==> src/rtl/fp_result_collector.sv <==
// fp_result_collector: captures fp_reciprocal_pipeline result beats into a tagged
// FIFO, presents them on a valid/ready read port and issues launch credit
// upstream so that every result in flight has a guaranteed slot.
// Optional feature macro: FP_COLLECTOR_STICKY_FLAGS_EN (sticky status_flags register).
module fp_result_collector #(
    parameter int unsigned DEPTH = 8,
    parameter int unsigned TAG_W = 4
) (
    input  logic             clk,
    input  logic             rst,
    input  logic             issue,
    output logic             issue_ready,
    input  logic [31:0]      out,
    input  logic             overflow,
    input  logic             underflow,
    input  logic             inexact,
    input  logic             invalid_operation,
    input  logic             division_by_zero,
    input  logic             valid_data_out,
    output logic             rd_valid,
    input  logic             rd_ready,
    output logic [31:0]      rd_data,
    output logic [4:0]       rd_flags,
    output logic [TAG_W-1:0] rd_tag,
    output logic [4:0]       status_flags,
    input  logic             flags_clr,
    output logic             drop_err,
    output logic             protocol_err
);
    localparam int unsigned PTR_W = $clog2(DEPTH);
    localparam int unsigned CNT_W = PTR_W + 1;
    localparam logic [CNT_W-1:0] DepthC  = CNT_W'(DEPTH);
    localparam logic [CNT_W:0]   DepthCx = (CNT_W + 1)'(DEPTH);

    logic [31:0]      data_mem [DEPTH];
    logic [4:0]       flag_mem [DEPTH];
    logic [TAG_W-1:0] tag_mem  [DEPTH];

    logic [PTR_W-1:0] wr_ptr_q, rd_ptr_q;
    logic [CNT_W-1:0] count_q, count_d;
    logic [CNT_W-1:0] inflight_q, inflight_d;
    logic [TAG_W-1:0] tag_cnt_q;
    logic             drop_err_q, protocol_err_q;

    logic [4:0]       cap_flags;
    logic [CNT_W:0]   occupancy;
    logic             full, pop, push, issue_ok;

    assign cap_flags = {invalid_operation, division_by_zero, overflow, underflow, inexact};

    // Credit: results in flight plus results held must fit in the FIFO.
    assign occupancy   = {1'b0, inflight_q} + {1'b0, count_q};
    assign issue_ready = occupancy < DepthCx;
    assign issue_ok    = issue && issue_ready;

    assign rd_valid = count_q != '0;
    assign full     = count_q == DepthC;
    assign pop      = rd_valid && rd_ready;
    // A full FIFO still takes a beat when the head leaves in the same cycle.
    assign push     = valid_data_out && (!full || pop);

    // Head outputs are zero while empty so nothing unwritten ever leaks out.
    assign rd_data  = rd_valid ? data_mem[rd_ptr_q] : '0;
    assign rd_flags = rd_valid ? flag_mem[rd_ptr_q] : '0;
    assign rd_tag   = rd_valid ? tag_mem[rd_ptr_q]  : '0;

    assign drop_err     = drop_err_q;
    assign protocol_err = protocol_err_q;

    // Next-state for occupancy and in-flight counters.
    always_comb begin
        count_d    = count_q;
        inflight_d = inflight_q;
        unique case ({push, pop})
            2'b10:   count_d = count_q + CNT_W'(1);
            2'b01:   count_d = count_q - CNT_W'(1);
            default: count_d = count_q;
        endcase
        // Results arriving after a reset are not owed to any launch, hence the floor at 0.
        if (issue_ok && !valid_data_out) begin
            inflight_d = inflight_q + CNT_W'(1);
        end else if (!issue_ok && valid_data_out && inflight_q != '0) begin
            inflight_d = inflight_q - CNT_W'(1);
        end
    end

    // Control state: pointers, counters, tag and sticky error bits.
    always_ff @(posedge clk) begin
        if (rst) begin
            wr_ptr_q       <= '0;
            rd_ptr_q       <= '0;
            count_q        <= '0;
            inflight_q     <= '0;
            tag_cnt_q      <= '0;
            drop_err_q     <= 1'b0;
            protocol_err_q <= 1'b0;
        end else begin
            count_q    <= count_d;
            inflight_q <= inflight_d;
            if (push) begin
                wr_ptr_q  <= wr_ptr_q + PTR_W'(1);
                tag_cnt_q <= tag_cnt_q + TAG_W'(1);
            end
            if (pop) begin
                rd_ptr_q <= rd_ptr_q + PTR_W'(1);
            end
            if (valid_data_out && !push) begin
                drop_err_q <= 1'b1;
            end
            if (issue && !issue_ready) begin
                protocol_err_q <= 1'b1;
            end
        end
    end

    // FIFO storage; only ever read at occupied slots, so no reset needed.
    always_ff @(posedge clk) begin
        if (push && !rst) begin
            data_mem[wr_ptr_q] <= out;
            flag_mem[wr_ptr_q] <= cap_flags;
            tag_mem[wr_ptr_q]  <= tag_cnt_q;
        end
    end

`ifdef FP_COLLECTOR_STICKY_FLAGS_EN
    logic [4:0] status_q;

    // Sticky flag accumulator; a clear coinciding with a push keeps only the new flags.
    always_ff @(posedge clk) begin
        if (rst) begin
            status_q <= '0;
        end else if (flags_clr) begin
            status_q <= push ? cap_flags : 5'b0;
        end else if (push) begin
            status_q <= status_q | cap_flags;
        end
    end

    assign status_flags = status_q;
`else
    logic unused_flags_clr;
    assign unused_flags_clr = flags_clr;
    assign status_flags     = '0;
`endif

endmodule

==> config.mk <==
export PLATFORM = sky130hd
export DESIGN_NAME = fp_result_collector
export DESIGN_NICKNAME = d
export VERILOG_FILES = /design/src/rtl/fp_result_collector.sv
export SDC_FILE = /design/constraint.sdc
export NUM_CORES = 1
export LEC_CHECK = 0
export CAP_MARGIN = 15
export CORE_ASPECT_RATIO = 0.6
export CORE_MARGIN = 5
export CORE_UTILIZATION = 40
export DETAILED_ROUTE_END_ITERATION = 7
export SLEW_MARGIN = 0
export SYNTH_ARGS = -nofsm -noshare
export SYNTH_HDL_FRONTEND = slang
export SYNTH_SLANG_ARGS = --single-unit
==> constraint.sdc <==
create_clock -name clk -period 7.6 [get_ports clk]
set_input_delay 1.52 -clock clk [delete_from_list [all_inputs] [get_ports clk]]
set_output_delay 1.52 -clock clk [all_outputs]
set_load 0.05 [all_outputs]
# [Word level (Yosys, flattened, before mapping)]
# Memories as Yosys holds them, arrays and structs flattened. A register that Yosys moved wholly into a read port is not among the register bits.
# Index checks and enable logic that the tools add are counted.
[totals] reg_bits=20 latchBits=0 ram_bits=328 mem_bits_ro=0 input_bits=43 output_inout_bits=50 mem_count=3
[op_classes] n_addsub=8 n_mul=0 div_mod_pow=0 order_cmp=1 n_eq_ne=3 shift=0 mux=14 bitwise_logic=0 n_reduce_logical=20
[memory_table] name="data_mem" words=8 word_bits=32 read_ports=1 rd_clocked_by_memory_dff=1 wr=1 line="35" text="logic [31:0] data_mem [DEPTH];"
[memory_table] name="flag_mem" words=8 word_bits=5 read_ports=1 rd_clocked_by_memory_dff=1 wr=1 line="36" text="logic [4:0] flag_mem [DEPTH];"
[memory_table] name="tag_mem" words=8 word_bits=4 read_ports=1 rd_clocked_by_memory_dff=1 wr=1 line="37" text="logic [TAG_W-1:0] tag_mem [DEPTH];"
[op_table] cell="two-way mux 32 bit" n=1
[op_table] cell="two-way mux 3 bit" n=6
[op_table] cell="adder 4 x 1 -> 4 bit (second input constant)" n=3
[op_table] cell="two-way mux 4 bit" n=3
[op_table] cell="logical AND 1 bit" n=9
[op_table] cell="case mux 4 bit (2 select lines)" n=1
[op_table] cell="nonzero test 4 bit" n=2
[op_table] cell="subtractor 4 x 1 -> 4 bit (second input constant)" n=2
[op_table] cell="adder 3 x 1 -> 3 bit (second input constant)" n=2
[op_table] cell="zero test 1 bit" n=6
[op_table] cell="adder 4 x 4 -> 5 bit" n=1
[op_table] cell="less-than comparator 5 x 4 -> 1 bit (second input constant)" n=1
[op_table] cell="two-way mux 5 bit" n=1
[op_table] cell="== test 4 bit (second input constant)" n=1
[op_table] cell="nonzero test 2 bit" n=2
[op_table] cell="== test 2 x 1 -> 1 bit (second input constant)" n=1
[op_table] cell="== test 2 bit (second input constant)" n=1
[op_table] cell="two-way mux 1 bit" n=2
[op_table] cell="logical OR 1 bit" n=1

# [Longest topological paths before layout]
# Gate-level depths: netlist of the first run.
[depth] ltp_word=8 ltp_mapped=13

# [Worst setup path after synthesis of the first run]
# Ideal clock, no wire load.
[synth_timing] path_kind="input port to flip-flop" startpoint="input valid_data_out" endpoint="memory data_mem[1][0], enable pin" setup_ps=490 arrival_time_ps=5222 t_required_ps=7110 path_slack_ps=1888 cell_stages=4 path_cell_list="clkbuf_1 o21ai_4 or3b_1 nor3_1"
[synth_via] elab_chain_cells=4
[synth_rtl] element="start, declared" line="19" text="input logic valid_data_out,"
[synth_rtl] element="logical AND 1 bit" line="60" text="assign push = valid_data_out && (!full || pop);"
[synth_rtl] element="logical AND 1 bit" line="118" text="if (push && !rst) begin"
[synth_rtl] element="two-way mux 1 bit" line="118"
[synth_rtl] element="two-way mux 1 bit (not written as such)" line="119" text="data_mem[wr_ptr_q] <= out;"
[synth_rtl] element="end, declared" line="35"
# No other way between the ends.

==> impl_results.html, run 1 <==
<table>
<tr><th>Metric</th><th>Value</th></tr>
<tr><th colspan="2">Yosys</th></tr>
<tr><td>Fraction of synthesized cell area in xor and xnor cells</td><td>less than 1%</td></tr>
<tr><td>Number of distinct library cell variants in the gate-level netlist after synthesis</td><td>around 40</td></tr>
<tr><td>Library cell with the largest summed area after synthesis</td><td>sky130_fd_sc_hd__edfxtp_1</td></tr>
<tr><td>Top-area cell type share of the netlist area</td><td>roughly 70%</td></tr>
<tr><td>Number of flip-flops and latches in the synthesized netlist</td><td>351</td></tr>
<tr><td>Synthesized area divided by synthesized cell count</td><td>20.6 um2</td></tr>
<tr><td>Complex-gate fraction of the synthesized area</td><td>0.894%</td></tr>
<tr><td>Multiplexer area fraction after synthesis</td><td>17.2%</td></tr>
<tr><td>Post-synthesis async set-or-reset flop share</td><td>0%</td></tr>
<tr><td>Simple-Gate Fraction of Synth Area</td><td>3.06%</td></tr>
<tr><td>Top cells by count, synth</td><td>sky130_fd_sc_hd__edfxtp_1 (328), sky130_fd_sc_hd__mux4_2 (82), sky130_fd_sc_hd__nor2_1 (72), sky130_fd_sc_hd__mux2i_1 (46), sky130_fd_sc_hd__dfxtp_1 (23)</td></tr>
<tr><td>Number of warnings printed during yosys synthesis</td><td>0</td></tr>
<tr><td>Cell area after technology mapping</td><td>13700 um2</td></tr>
<tr><td>Adder and majority cell fraction of the synthesized area</td><td>1.29%</td></tr>
<tr><td>Dominant cell by count in the synthesized netlist</td><td>sky130_fd_sc_hd__edfxtp_1</td></tr>
<tr><td>Sequential-to-total area share from yosys stat</td><td>between 70 and 80%</td></tr>
<tr><td>Number of enable-type register cells in the synthesized netlist</td><td>328</td></tr>
<tr><td>Synthesized instance count</td><td>666</td></tr>
<tr><td>Combinational family with the most area after synthesis</td><td>multiplexers</td></tr>
<tr><td>Synth area leaders</td><td>sky130_fd_sc_hd__edfxtp_1 (72%), sky130_fd_sc_hd__mux4_2 (13%), sky130_fd_sc_hd__dfxtp_1 (3.4%)</td></tr>
<tr><td>Main synth FF type</td><td>sky130_fd_sc_hd__edfxtp_1</td></tr>
<tr><th colspan="2">GRT</th></tr>
<tr><td>Gr ovfl total</td><td>0</td></tr>
<tr><td>Wire length of the first global-routing pass</td><td>41.7 mm</td></tr>
<tr><td>Largest net degree at the start of global routing</td><td>between 40 and 50</td></tr>
<tr><td>Global-route usage over all layers</td><td>14.1%</td></tr>
<tr><td>Via count of the first global-routing pass</td><td>6855</td></tr>
<tr><td>Number of antenna violations at the first check in global routing</td><td>1</td></tr>
<tr><th colspan="2">Setup path</th></tr>
<tr><td>Kind of critical path</td><td>reg2out</td></tr>
<tr><td>Data arrival time of the critical path</td><td>3550 ps</td></tr>
<tr><td>Crit-path max FO</td><td>33</td></tr>
<tr><td>Internal reg-to-reg setup slack</td><td>4090 ps</td></tr>
<tr><td>End of the worst register-to-register path</td><td>count_q[3]</td></tr>
<tr><td>Beginning of the worst register-to-register path</td><td>count_q[2]</td></tr>
<tr><td>Startpoint Class</td><td>flip-flop</td></tr>
<tr><td>Data required time at the worst endpoint</td><td>6080 ps</td></tr>
<tr><td>Worst setup EP type</td><td>primary output</td></tr>
<tr><td>Length in cells of the worst reg-to-reg path</td><td>10</td></tr>
<tr><th colspan="2">Timing</th></tr>
<tr><td>Final critical-path setup slack</td><td>about 2500 ps</td></tr>
<tr><td>Unrepaired setup endpoints after global routing</td><td>no</td></tr>
<tr><td>Final-report setup violation count</td><td>0</td></tr>
<tr><td>Transition time at the pin with the least slew margin</td><td>907 ps</td></tr>
<tr><td>Normalized max-slew margin</td><td>around 40%</td></tr>
<tr><td>Final hold violations</td><td>0</td></tr>
<tr><td>Setup Total Neg Slack</td><td>0 ps</td></tr>
<tr><td>Highest achievable clock rate</td><td>197 MHz</td></tr>
<tr><td>Minimum period implied by the final worst setup slack</td><td>~5100 ps</td></tr>
<tr><td>Tcrit/Tclk final</td><td>about two thirds</td></tr>
<tr><td>Clk_skew</td><td>16.4 ps</td></tr>
<tr><td>Count of pins over their slew limit</td><td>0</td></tr>
<tr><th colspan="2">Pwr</th></tr>
<tr><td>Pwr Density</td><td>351 nW/um2</td></tr>
<tr><td>Worst IR Drop VDD</td><td>0.212 mV</td></tr>
<tr><td>Lkg Pwr</td><td>~5.0 nW</td></tr>
<tr><th colspan="2">Clocking</th></tr>
<tr><td># Post-CTS Setup Buffers</td><td>0</td></tr>
<tr><td>Clock root buffer</td><td>sky130_fd_sc_hd__clkbuf_16</td></tr>
<tr><td>Hold_buf cts</td><td>0</td></tr>
<tr><td>Latest clock arrival within the worst-skew pair</td><td>570 ps</td></tr>
<tr><td>Max Root-Sink Buffers</td><td>3</td></tr>
<tr><td>Clock tree from TritonCTS</td><td>yes</td></tr>
<tr><td>Clk sinks</td><td>351</td></tr>
<tr><td>Total clock buffers created by CTS</td><td>31</td></tr>
<tr><td>Number of levels in the clock H-tree</td><td>1</td></tr>
<tr><td>Quantity of gates resized following cts</td><td>0</td></tr>
<tr><td>Clk slew on worst S/H paths</td><td>60 ps</td></tr>
<tr><th colspan="2">Hold path</th></tr>
<tr><td>Critical hold path startpoint</td><td>protocol_err</td></tr>
<tr><td>Tightest Hold Check Type</td><td>reg2reg</td></tr>
<tr><td>Worst-case hold path end point</td><td>protocol_err</td></tr>
<tr><td>Instance count along the most critical hold path</td><td>2</td></tr>
<tr><th colspan="2">Floorplanning</th></tr>
<tr><td>Ports</td><td>93</td></tr>
<tr><td>Total number of placement rows</td><td>52</td></tr>
<tr><td>Die height</td><td>between 150 and 200 um</td></tr>
<tr><td>Placeable Area</td><td>33800 um2</td></tr>
<tr><td>Die span in x</td><td>about 250 um</td></tr>
<tr><td>Area of the die</td><td>about 38000 um2</td></tr>
<tr><td>Effective utilization at floorplan</td><td>40.6%</td></tr>
<tr><th colspan="2">Final layout</th></tr>
<tr><td>Filler cells</td><td>2771</td></tr>
<tr><td>Final antenna diode count</td><td>0</td></tr>
<tr><td>Ratio of cells with drive above 1 in the final layout</td><td>19.8%</td></tr>
<tr><td>Nets@finish</td><td>between 800 and 900</td></tr>
<tr><td>Area overhead of the layout relative to synthesis</td><td>17.4%</td></tr>
<tr><th colspan="2">Outcome</th></tr>
<tr><td>Status</td><td>complete, no violations</td></tr>
<tr><th colspan="2">Route</th></tr>
<tr><td>Remaining antenna violation count</td><td>0</td></tr>
<tr><td>Final wirelength</td><td>27.0 mm</td></tr>
<tr><td>DR iter-0 viols</td><td>approximately 360</td></tr>
<tr><td>Vias after detailed routing</td><td>6340</td></tr>
<tr><td>Average wire per cell in the routed design</td><td>21.7 um</td></tr>
<tr><td>Via/cell ratio</td><td>5.09</td></tr>
<tr><td>Remaining design rule violation count</td><td>0</td></tr>
<tr><td>First-pass iteration count of the detailed router</td><td>4</td></tr>
<tr><th colspan="2">Place</th></tr>
<tr><td>Post-place setup slack</td><td>3000 ps</td></tr>
<tr><td>Final weighted congestion in routability-driven placement</td><td>0.719</td></tr>
<tr><td>Buffers on Ports</td><td>86</td></tr>
<tr><td>Post-detail-place hpwl</td><td>14.7 mm</td></tr>
<tr><th colspan="2">Flow run</th></tr>
<tr><td>Number of violations of the max-capacitance limit</td><td>0</td></tr>
</table>
## worst max-delay path, stage by stage (launching register included)
cell	delay, ps
sky130_fd_sc_hd__dfxtp_4	650
sky130_fd_sc_hd__buf_4	650
sky130_fd_sc_hd__mux4_2	580
sky130_fd_sc_hd__mux2i_1	210
sky130_fd_sc_hd__nor2_1	120
sky130_fd_sc_hd__clkdlybuf4s50_1	760
## placed cells by master, fill, tap and decap left out, types with 2 or more instances in the layout
cell	instances
sky130_fd_sc_hd__conb_1	5
sky130_fd_sc_hd__nor2_4	6
sky130_fd_sc_hd__xor2_1	8
sky130_fd_sc_hd__edfxtp_1	328
sky130_fd_sc_hd__clkinv_1	7
sky130_fd_sc_hd__inv_1	6
sky130_fd_sc_hd__bufinv_16	3
sky130_fd_sc_hd__clkbuf_16	31
sky130_fd_sc_hd__nand3_1	2
sky130_fd_sc_hd__mux2i_1	46
sky130_fd_sc_hd__nor3_2	2
sky130_fd_sc_hd__nor2b_1	4
sky130_fd_sc_hd__a21oi_1	7
sky130_fd_sc_hd__mux2_1	4
sky130_fd_sc_hd__mux4_2	82
sky130_fd_sc_hd__or3_1	2
sky130_fd_sc_hd__nand2b_1	4
sky130_fd_sc_hd__fa_1	2
sky130_fd_sc_hd__clkbuf_1	7
sky130_fd_sc_hd__dfxtp_1	20
sky130_fd_sc_hd__o211ai_1	3
sky130_fd_sc_hd__xnor2_1	2
sky130_fd_sc_hd__clkdlybuf4s50_1	86
sky130_fd_sc_hd__clkinv_2	5
sky130_fd_sc_hd__nor2_1	66
sky130_fd_sc_hd__buf_4	14
sky130_fd_sc_hd__ha_1	11
sky130_fd_sc_hd__dfxtp_4	3
## worst max path at each step
stage / slack [ps] / cells after the start / endpoint / startpoint
global route: 2250 / 5 / rd_data[0] / flip-flop
floorplan: 1890 / 4 / data_mem[1][0] / valid_data_out
finish: 2530 / 5 / rd_data[0] / flip-flop
CTS: 2390 / 5 / rd_data[0] / flip-flop
global placement: 3040 / 6 / flag_mem[5][2] / rd_ready
detailed placement: 3000 / 5 / data_mem[3][29] / valid_data_out
## logic make-up (layout without fill, tap and decap cells)
logic type	count (synthesis)	in the layout
buffers and inverters	46	162
AO/OA/AOI/OAI	17	17
XOR/XNOR	11	11
adder cells (fa/ha/maj)	13	13
flip-flops	351	351
multiplexers	133	133
AND/OR/NAND/NOR	94	94
other	1	5
## flip-flops by register name (all words and copies together), names as in the netlist, named ones only
name,flops
count_q,4
data_mem,256
drop_err,1
flag_mem,40
inflight_q,4
protocol_err,1
rd_ptr_q,3
tag_cnt_q,4
tag_mem,32
wr_ptr_q,3
## stage by stage
stage | hold WS [ps] | utilization, % | area (um2) | total power [mW] | instances
2_1_floorplan | 485 | - | 13700 | 3.67 | 670
3_3_place_gp | 468 | 44.9 | 15200 | 4.21 | 1190
3_5_place_dp | 464 | 44.9 | 15200 | 4.24 | 1190
4_1_cts | 482 | 47.7 | 16100 | 5.75 | 1245
5_1_grt | 513 | 47.7 | 16100 | 5.94 | 1245
6_report | 477 | 47.7 | 16100 | 5.66 | 1245
## routing by layer
metal | routed length, um | global-route usage, % | part of all wire [%]
met5 | 13 | 0 | 0.048
met4 | 457 | 2.56 | 1.7
met3 | 1260 | 2.84 | 4.7
met2 | 13400 | 24.1 | 50
met1 | 11800 | 19.2 | 44
## power by group
part	internal (mW)	switching, mW
Sequential	2.19	0.0919
Combinational	0.720	1.16
Clock	0.847	0.656
## final cells by class
class | count | area, um2 | share of cell area [%]
flip-flops and latches | 351 | 10300 | 64.1
clock buffers | 38 | 802 | 4.98
well taps | 459 | 574 | 3.56
clock inverters | 17 | 159 | 0.986
repair buffers | 100 | 966 | 5.99
multi-input cells | 273 | 3260 | 20.2
inverters | 7 | 28.8 | 0.179
No activity file was read; power rests on OpenSTA's default activity.
==> run 2, diff against run 1 <==
==> constraint.sdc (replaced) <==
create_clock -name clk -period 4.4 [get_ports clk]
set_input_delay 0.88 -clock clk [delete_from_list [all_inputs] [get_ports clk]]
set_output_delay 0.88 -clock clk [all_outputs]
set_load 0.05 [all_outputs]
==> run 2 against run 1 <==
Clock skew about the same. Setup slack got worse by 2000 ps. Critical endpoint is now rd_data[8]. Critical path type unchanged. Combinational power increased by 78%. Routed wire length increased by 1.4%.
==> impl_results.html, run 2 (same netlist as run 1, synthesis figures left out) <==
<table>
<tr><th>Metric</th><th>Value</th></tr>
<tr><th colspan="2">Setup path</th></tr>
<tr><td>Cell chain of the critical path</td><td>or3_1 -&gt; nor2_8 -&gt; buf_4 -&gt; nor2_1 -&gt; clkdlybuf4s50_1</td></tr>
<tr><td>Worst setup EP type</td><td>primary output</td></tr>
<tr><td>Kind of critical path</td><td>reg2out</td></tr>
<tr><td>Data arrival time of the critical path</td><td>3020 ps (-530 ps)</td></tr>
<tr><td>Max stage delay on crit path</td><td>710 ps (-50 ps)</td></tr>
<tr><td>Critical path's slowest cell</td><td>sky130_fd_sc_hd__clkdlybuf4s50_1</td></tr>
<tr><td>Crit-path max FO</td><td>25 (-24%)</td></tr>
<tr><td>Data required time at the worst endpoint</td><td>3520 ps (-2560 ps)</td></tr>
<tr><td>Startpoint Class</td><td>flip-flop</td></tr>
<tr><th colspan="2">Route</th></tr>
<tr><td>Vias after detailed routing</td><td>6472 (+2.1%)</td></tr>
<tr><td>Via/cell ratio</td><td>5.14 (+0.87%)</td></tr>
<tr><td>DR iter-0 viols</td><td>430 (+21%)</td></tr>
<tr><td>Remaining antenna violation count</td><td>0 (unchanged)</td></tr>
<tr><td>Remaining design rule violation count</td><td>0 (unchanged)</td></tr>
<tr><td>Final wirelength</td><td>27.3 mm (+1.4%)</td></tr>
<tr><td>First-pass iteration count of the detailed router</td><td>6 (+2)</td></tr>
<tr><td>Average wire per cell in the routed design</td><td>21.7 um (+0.19%)</td></tr>
<tr><th colspan="2">Timing</th></tr>
<tr><td>Tcrit/Tclk final</td><td>between 80% and 90%</td></tr>
<tr><td>Unrepaired setup endpoints after global routing</td><td>no</td></tr>
<tr><td>Final-report setup violation count</td><td>0 (unchanged)</td></tr>
<tr><td>Count of pins over their slew limit</td><td>0 (unchanged)</td></tr>
<tr><td>Clk_skew</td><td>16.2 ps (-0.247 ps)</td></tr>
<tr><td>Normalized max-slew margin</td><td>58.3% (+19 points)</td></tr>
<tr><td>Highest achievable clock rate</td><td>between 200 and 300 MHz</td></tr>
<tr><td>Minimum period implied by the final worst setup slack</td><td>3900 ps</td></tr>
<tr><td>Final hold violations</td><td>0 (unchanged)</td></tr>
<tr><td>Worst hold-check slack</td><td>481 ps (+3.99 ps)</td></tr>
<tr><td>Setup Total Neg Slack</td><td>0 ps (unchanged)</td></tr>
<tr><td>Transition time at the pin with the least slew margin</td><td>625 ps (-282 ps)</td></tr>
<tr><th colspan="2">Flow run</th></tr>
<tr><td>Number of violations of the max-capacitance limit</td><td>0 (unchanged)</td></tr>
<tr><th colspan="2">Clocking</th></tr>
<tr><td>Total clock buffers created by CTS</td><td>34 (+9.7%)</td></tr>
<tr><td>Clk slew on worst S/H paths</td><td>60 ps (about the same)</td></tr>
<tr><td>Hold_buf cts</td><td>0 (unchanged)</td></tr>
<tr><td>Latest clock arrival within the worst-skew pair</td><td>510 ps (-60 ps)</td></tr>
<tr><td># Post-CTS Setup Buffers</td><td>0 (unchanged)</td></tr>
<tr><td>Max Root-Sink Buffers</td><td>3 (unchanged)</td></tr>
<tr><td>Quantity of gates resized following cts</td><td>0 (unchanged)</td></tr>
<tr><td>Clock tree from TritonCTS</td><td>yes</td></tr>
<tr><td>Clock root buffer</td><td>sky130_fd_sc_hd__clkbuf_16</td></tr>
<tr><td>Clk sinks</td><td>351 (unchanged)</td></tr>
<tr><td>Number of levels in the clock H-tree</td><td>2 (+1)</td></tr>
<tr><th colspan="2">Outcome</th></tr>
<tr><td>Status</td><td>complete, no violations</td></tr>
<tr><th colspan="2">Floorplanning</th></tr>
<tr><td>Die span in x</td><td>249 um (unchanged)</td></tr>
<tr><td>Effective utilization at floorplan</td><td>40.6% (unchanged)</td></tr>
<tr><td>Ports</td><td>93 (unchanged)</td></tr>
<tr><td>Area of the die</td><td>38200 um2 (unchanged)</td></tr>
<tr><td>Die height</td><td>153 um (unchanged)</td></tr>
<tr><td>Total number of placement rows</td><td>52 (unchanged)</td></tr>
<tr><td>Placeable Area</td><td>33800 um2 (unchanged)</td></tr>
<tr><th colspan="2">Final layout</th></tr>
<tr><td>Largest registers</td><td>data_mem: 256 flops, flag_mem: 40 flops, tag_mem: 32 flops</td></tr>
<tr><td>Ratio of cells with drive above 1 in the final layout</td><td>21.1% (+1.3 points)</td></tr>
<tr><td>Nets@finish</td><td>833 (+1.6%)</td></tr>
<tr><td>Commonest non-fill, non-tap cell in the layout</td><td>sky130_fd_sc_hd__edfxtp_1</td></tr>
<tr><td>Post-route insts no fill</td><td>1260 (+1.2%)</td></tr>
<tr><td>Number of flip-flops in the largest register</td><td>256 (unchanged)</td></tr>
<tr><td>Area overhead of the layout relative to synthesis</td><td>19.6%</td></tr>
<tr><td>Most flops, register</td><td>data_mem</td></tr>
<tr><td>Final antenna diode count</td><td>0 (unchanged)</td></tr>
<tr><td>Top library cells by usage in the layout, fill and taps aside</td><td>sky130_fd_sc_hd__edfxtp_1 (328), sky130_fd_sc_hd__clkdlybuf4s50_1 (86), sky130_fd_sc_hd__mux4_2 (82)</td></tr>
<tr><td>Filler cells</td><td>2698 (-2.6%)</td></tr>
<tr><th colspan="2">Hold path</th></tr>
<tr><td>Tightest Hold Check Type</td><td>reg2reg</td></tr>
<tr><th colspan="2">GRT</th></tr>
<tr><td>Gr ovfl total</td><td>0 (unchanged)</td></tr>
<tr><td>Largest net degree at the start of global routing</td><td>43 (-12%)</td></tr>
<tr><td>Global-route usage over all layers</td><td>14.2% (+0.094 points)</td></tr>
<tr><td>Number of antenna violations at the first check in global routing</td><td>1 (unchanged)</td></tr>
<tr><td>Wire length of the first global-routing pass</td><td>41.6 mm (-0.20%)</td></tr>
<tr><td>Via count of the first global-routing pass</td><td>6833 (-0.32%)</td></tr>
<tr><th colspan="2">Pwr</th></tr>
<tr><td>Pwr Density</td><td>612 nW/um2 (+74%)</td></tr>
<tr><td>Final Total Pwr</td><td>10.0 mW (+77%)</td></tr>
<tr><td>Worst IR Drop VDD</td><td>0.373 mV (+76%)</td></tr>
<tr><td>Lkg Pwr</td><td>5.12 nW (+2.2%)</td></tr>
<tr><th colspan="2">Place</th></tr>
<tr><td>Final weighted congestion in routability-driven placement</td><td>0.692 (-3.8%)</td></tr>
<tr><td>Placed cell count</td><td>1200 (+0.84%)</td></tr>
<tr><td>Post-detail-place hpwl</td><td>15.7 mm (+6.5%)</td></tr>
<tr><td>Buffers on Ports</td><td>86 (unchanged)</td></tr>
</table>
## run 2: cell types whose count changed in the layout (fill, tap and decap cells not counted)
cell | previous run | this run
sky130_fd_sc_hd__buf_12 | 0 | 9
sky130_fd_sc_hd__clkbuf_16 | 31 | 36
sky130_fd_sc_hd__clkinv_1 | 7 | 9
sky130_fd_sc_hd__nor3_2 | 2 | 0
sky130_fd_sc_hd__nor3_4 | 0 | 2
sky130_fd_sc_hd__buf_4 | 14 | 15
sky130_fd_sc_hd__bufinv_16 | 3 | 2
sky130_fd_sc_hd__clkinv_2 | 5 | 4
sky130_fd_sc_hd__clkinv_4 | 1 | 0
sky130_fd_sc_hd__clkinvlp_4 | 0 | 1
## run 2: worst max-delay path: cells and delay by family, from the launching register on
kind	cells	cell delay [ps]
buffers and inverters	2	1010
DFF	1	340
and+or+nand+nor	3	1150
## run 2: worst paths after layout
path | cells after the start | slack [ps] | to | startpoint
hold reg to reg | 2 | 480 | protocol_err | protocol_err
setup reg to reg | 10 | 1170 | count_q[3] | count_q[2]
hold / removal | 2 | 480 | protocol_err | protocol_err
setup / recovery | 5 | 500 | rd_data[8] | count_q[2]
## run 2: power breakdown
part           internal, mW  switching [mW]  leakage [nW]
clock                  1.61            1.18         0.515
sequential             3.78           0.124          3.16
combinational          1.30            2.06          1.44
## run 2: routing by layer
| layer | part of all wire [%] | up-vias | wire (um) | global-route usage, % |
|---|---|---|---|---|
| met5 | 0.040 | - | 11 | 0 |
| met4 | 1.2 | 2 | 333 | 2.82 |
| met1 | 45 | 3422 | 12400 | 19.3 |
| met3 | 4.6 | 32 | 1260 | 3.33 |
| li1 | - | 2898 | - | - |
| met2 | 49 | 118 | 13400 | 23.8 |
## run 2: final cells by class
| cell class | count | area [um2] | area share (%) |
|---|---|---|---|
| Timing Repair Buffer | 110 | 1150 | 7.03 |
| Clock inverter | 17 | 130 | 0.793 |
| Inverter | 7 | 28.8 | 0.175 |
| Sequential cell | 351 | 10300 | 62.9 |
| Tap cell | 459 | 574 | 3.50 |
| Multi-Input combinational cell | 273 | 3270 | 20.0 |
| Clock buffer | 43 | 927 | 5.65 |
## run 2: per-stage QoR
| step | util (%) | worst slack [ps] | area [um2] |
|---|---|---|---|
| floorplan | - | 427 | 13700 |
| global placement | 45.5 | 911 | 15400 |
| detailed placement | 45.5 | 907 | 15400 |
| CTS | 48.6 | 414 | 16400 |
| global route | 48.6 | 353 | 16400 |
| finish | 48.6 | 496 | 16400 |
==> patch 1, RTL diff (settings of run 2) <==
Set the parameter `TAG_W` to 6 (it was 4).
--- a/src/rtl/fp_result_collector.sv
+++ b/src/rtl/fp_result_collector.sv
@@ -4,7 +4,7 @@
 // Optional feature macro: FP_COLLECTOR_STICKY_FLAGS_EN (sticky status_flags register).
 module fp_result_collector #(
     parameter int unsigned DEPTH = 8,
-    parameter int unsigned TAG_W = 4
+    parameter int unsigned TAG_W = 6
 ) (
     input  logic             clk,
     input  logic             rst,
Ports: changed (resized rd_tag); port bits go from 93 to 95. The function was not compared with the original's and may differ.
==> patch 1 against run 2 <==
  * Critical path depth stayed put
  * Via count is 3.4% higher
  * Area after synthesis is 5.2% higher
  * Clock skew is 0.0013 ns lower
  * Sequential cell count is 18 higher
  * Combinational power is 4% higher
  * Count of clock-buffer cells in the layout is 4 lower
  * Sequential share of layout area is 0.14 points lower
  * Wire length is 3.9% higher
  * Design area is 5.3% higher
  * Highest routed layer unchanged
  * Utilization is 0.37 points higher
  * Power is 7.2% higher
  * Worst setup slack worse by 0.018 ns
==> patch 1: results (changes against run 2) <==
| Metric | Value |
|---|---|
| Run status | complete, no violations |
| Skew-Pair Late Insertion Delay | 0.53 ns (+0.02 ns) |
| Synth Instances | 702 (+5.4%) |
| Commonest cells in the netlist | edfxtp_1, mux4_2, nor2_1, mux2i_1, dfxtp_1 |
| Post-layout net count | 874 (+4.9%) |
| Final-layout clock buffer total | 39 (-9.3%) |
| FF+latch area | 10800 um2 (+5.0%) |
| Final hold slack | 0.486 ns (+0.00496 ns) |
| Non-clock buffer share | 6.61% (-0.42 points) |
| DR WL met3 | 1640 um (+31%) |
| XOR/XNOR Fraction of Synth Area | 0.780% (+0.024 points) |
| DRT Pass-1 Iters | 4 (-2) |
| Largest cells by area after synthesis | edfxtp_1, mux4_2, dfxtp_1 |
| Top Registers | data_mem x256, tag_mem x48, flag_mem x40 |
| Routability-driven placement congestion ratio | 0.683 (-1.2%) |
| Layout cells sized above 1 | 22.7% (+1.6 points) |
| Combinational Power | 0.00347 W (+4%) |
| CTS Sinks | 369 (+5.1%) |
| Met2 usage | 22.0% (-1.8 points) |
| Layout clock area frac | 7.18% (+0.73 points) |
| Multi-input comb cells | 289 (+5.9%) |
| N_taps | 467 (+1.7%) |
| VDD IR max | 0.363 mV (-2.8%) |
| IO buf count | 88 (+2.3%) |
| Compound-Gate Fraction of Synth Area | 0.980% (+0.086 points) |
| EDFF count, synth | 344 (+4.9%) |
| Hold worst-path end | protocol_err |
| Synth Flop Type | edfxtp_1 |
| Area of the multi-input gates | 3440 um2 (+5.0%) |
| Met1 WL | 13500 um (+9.0%) |
| Total CTS buffers | 35 (+2.9%) |
| Internal | 0.00722 W (+8.0%) |
| Pleak | 5.42 nW (+5.9%) |
| First-pass GRT wire length | 43500 um (+4.6%) |
| DP Worst Slack | 0.790 ns (-0.117 ns) |
| Final HPWL DP | 16100 um (+2.7%) |
| GRT Util Overall | 14.3% (+0.16 points) |
| GR Util met3 | 3.15% (-0.17 points) |
| Multiplexer share of the synthesized area | 17.1% (-0.081 points) |
| Arr. time, crit path | 3.04 ns (+0.02 ns) |
| Via/cell ratio | 5.10 (-0.65%) |
| R2R Setup Slk | 0.95 ns (-0.22 ns) |
| Post-synthesis sequential area ratio | 75.1% (about the same) |
| Final WL | 28400 um (+3.9%) |
| DRT iter0 DRCs | 502 (+17%) |
| HP Class | flip-flop to flip-flop |
| Switching share of power | 32.9% (-0.54 points) |
| Largest net degree at the start of global routing | 49 (+14%) |
| R2R depth | 11 (+1) |
| Adder-Cell Fraction of Synth Area | 1.23% (-0.063 points) |
| Rel. slew slack | 60.0% (+1.7 points) |
| Post-synthesis cell type count | 44 (+7.3%) |
| Clock Skew | 0.0148 ns (-0.00132 ns) |
| Placed instance area | 16000 um2 (+4.5%) |
| Filler cells | 2875 (+6.6%) |
| Vias in the first global route | 7035 (+3.0%) |
-- patch 1: cell types whose count changed after synthesis, moves of 3 or more --
| cell | run 2 | this run |
|---|---|---|
| clkbuf_1 | 16 | 13 |
| edfxtp_1 | 328 | 344 |
| mux4_2 | 82 | 86 |
| nor2_1 | 72 | 75 |
| buf_4 | 5 | 9 |
-- patch 1: worst max-delay path: cells and delay by family, from the launching register on --
kind	cells	cell delay (ns)
flip-flops	1	0.36
AND/OR/NAND/NOR	3	1.13
buffers and inverters	2	1.01
-- patch 1: how the worst max path moves through the flow --
stage / from / to / slack, ns / cells after the start
after global placement: rd_ready / data_mem[5][19] / 0.80 / 6
after floorplan: valid_data_out / data_mem[5][0] / 0.34 / 4
final: count_q[0] / rd_data[15] / 0.48 / 5
after global routing: count_q[0] / rd_data[15] / 0.33 / 5
after CTS: count_q[0] / rd_data[15] / 0.40 / 5
after detailed placement: rd_ready / data_mem[5][19] / 0.79 / 6
==> patch 2, RTL diff (config.mk and constraints of run 2) <==
Without the edit above. Put a register stage on the output `rd_flags`, with the module's reset. The value now appears one clock later. The other outputs are not delayed to match.
--- a/src/rtl/fp_result_collector.sv
+++ b/src/rtl/fp_result_collector.sv
@@ -61,7 +61,13 @@
 
     // Head outputs are zero while empty so nothing unwritten ever leaks out.
     assign rd_data  = rd_valid ? data_mem[rd_ptr_q] : '0;
-    assign rd_flags = rd_valid ? flag_mem[rd_ptr_q] : '0;
+    always_ff @(posedge clk) begin
+        if (rst) begin
+            rd_flags <= '0;
+        end else begin
+            rd_flags <= rd_valid ? flag_mem[rd_ptr_q] : '0;
+        end
+    end
     assign rd_tag   = rd_valid ? tag_mem[rd_ptr_q]  : '0;
 
     assign drop_err     = drop_err_q;
Check against the original RTL: not equivalent (a bounded check fails within 4 cycles, from zero or initial values and one cycle with rst high).
==> patch 2 against run 2 <==
  * Sequential share of layout area is 0.099 points lower
  * Critical path type unchanged
  * Design area is 1.1% higher
  * Wire length is 0.59% higher
  * Worst setup slack better by 0.0034 ns
  * Sequential cell count is 5 higher
  * Critical path depth stayed put
  * Area after synthesis is 0.75% higher
  * Count of clock-buffer cells in the layout is 5 higher
  * Power is 1.9% higher
==> patch 2: results (changes against run 2) <==
| Metric | Value |
|---|---|
| CP startpoint kind | flip-flop |
| Met2 usage | 24.2% (+0.35 points) |
| Layout cells sized above 1 | 21.3% (+0.25 points) |
| Met2 WL | 13500 um (+1.3%) |
| Slew @ Worst Pin | 0.839 ns (+0.214 ns) |
| Critical R2R Launch | count_q[1] |
| Post-synthesis sequential area ratio | 75.3% (+0.17 points) |
| Post-synthesis cell type count | 42 (+2.4%) |
| Clock Skew | 0.00954 ns (-0.00662 ns) |
| Routability-driven placement congestion ratio | 0.755 (+9.2%) |
| Synthesized area per cell | 20.6 um2 (about the same) |
| Adder-Cell Fraction of Synth Area | 1.29% (-0.0096 points) |
| Largest cells by area after synthesis | edfxtp_1, mux4_2, dfxtp_1 |
| DR WL met3 | 1620 um (+29%) |
| Placed instance area | 15400 um2 (+0.42%) |
| Largest delay share family, worst path | simple AND/OR/NAND/NOR gates |
| Skew-Pair Late Insertion Delay | 0.51 ns (about the same) |
| Vias in the first global route | 6971 (+2.0%) |
| Post-Layout Cell Count | 1261 (+0.079%) |
| First-pass GRT wire length | 42100 um (+1.3%) |
| Placed cells | 1199 (-0.083%) |
| R2R depth | 11 (+1) |
| Largest net degree at the start of global routing | 53 (+23%) |
| Run status | complete, no violations |
| R2R Setup Slk | 0.91 ns (-0.26 ns) |
| GRT Util Overall | 14.4% (+0.19 points) |
| Global routing's busiest layer | met2 |
| Pleak | 5.19 nW (+1.3%) |
| Post-layout net count | 832 (-0.12%) |
| Final hold slack | 0.475 ns (-0.00661 ns) |
| Compound-Gate Fraction of Synth Area | 0.887% (-0.0066 points) |
| Final WL | 27500 um (+0.59%) |
| Multiplexer share of the synthesized area | 17.1% (-0.13 points) |
| VDD IR max | 0.351 mV (-6.0%) |
| XOR/XNOR Fraction of Synth Area | 0.751% (-0.0056 points) |
| Commonest cells in the netlist | edfxtp_1, mux4_2, nor2_1, mux2i_1, dfxtp_1 |
| Met1 GRT Util | 19.2% (-0.096 points) |
| DRT iter0 DRCs | 397 (-7.7%) |
| Critical-path maximum fanout | 20 (-20%) |
| Fin crit share | 88.6% (about the same) |
| Final HPWL DP | 15000 um (-4.5%) |
| CP Capture Point | rd_data[7] |
## patch 2: cell types whose count changed in the layout (fill, tap and decap cells not counted), moves of 2 or more
| cell | delta |
|---|---|
| clkinv_2 | +2 |
| clkinv_1 | -7 |
| buf_4 | -8 |
| dfxtp_1 | +5 |
| bufinv_16 | +2 |
| clkbuf_8 | +4 |
## patch 2: worst register-to-register path, delay by kind of cell, from the launching register on
| family | cells | cell delay [ns] |
|---|---|---|
| DFF | 1 | 0.35 |
| and+or+nand+nor | 3 | 1.19 |
| muxes | 2 | 0.57 |
| AOI/OAI and AO/OA | 2 | 0.37 |
| buffers and inverters | 2 | 0.39 |
| adders and majority gates | 2 | 0.52 |
## patch 2: cell type report
| type | instances | area, um2 |
|---|---|---|
| Clock buffer | 48 | 1010 |
| Antenna cell | 1 | 2.50 |
| Multi-Input combinational cell | 274 | 3280 |
| Sequential cell | 356 | 10400 |
| Tap cell | 459 | 574 |
| Fill cell | 2704 | 17300 |
| Clock inverter | 13 | 165 |
| Inverter | 7 | 28.8 |
| Timing Repair Buffer | 103 | 1110 |
## patch 2: logic make-up (layout without fill, tap and decap cells)
kind of cell | Yosys count | in the layout
adder cells (fa/ha/maj) | 13 | 13
AND/OR/NAND/NOR | 95 | 95
other | 1 | 6
flip-flops | 356 | 356
multiplexers | 133 | 133
XOR/XNOR | 11 | 11
AO/OA/AOI/OAI | 17 | 17
buffers and inverters | 45 | 171
## patch 2: report_power, final
group | internal, W | total [W] | switching (W)
Clock | 0.00183 | 0.00302 | 0.00119
Sequential | 0.00384 | 0.00398 | 0.000144
Combinational | 0.00126 | 0.00322 | 0.00196
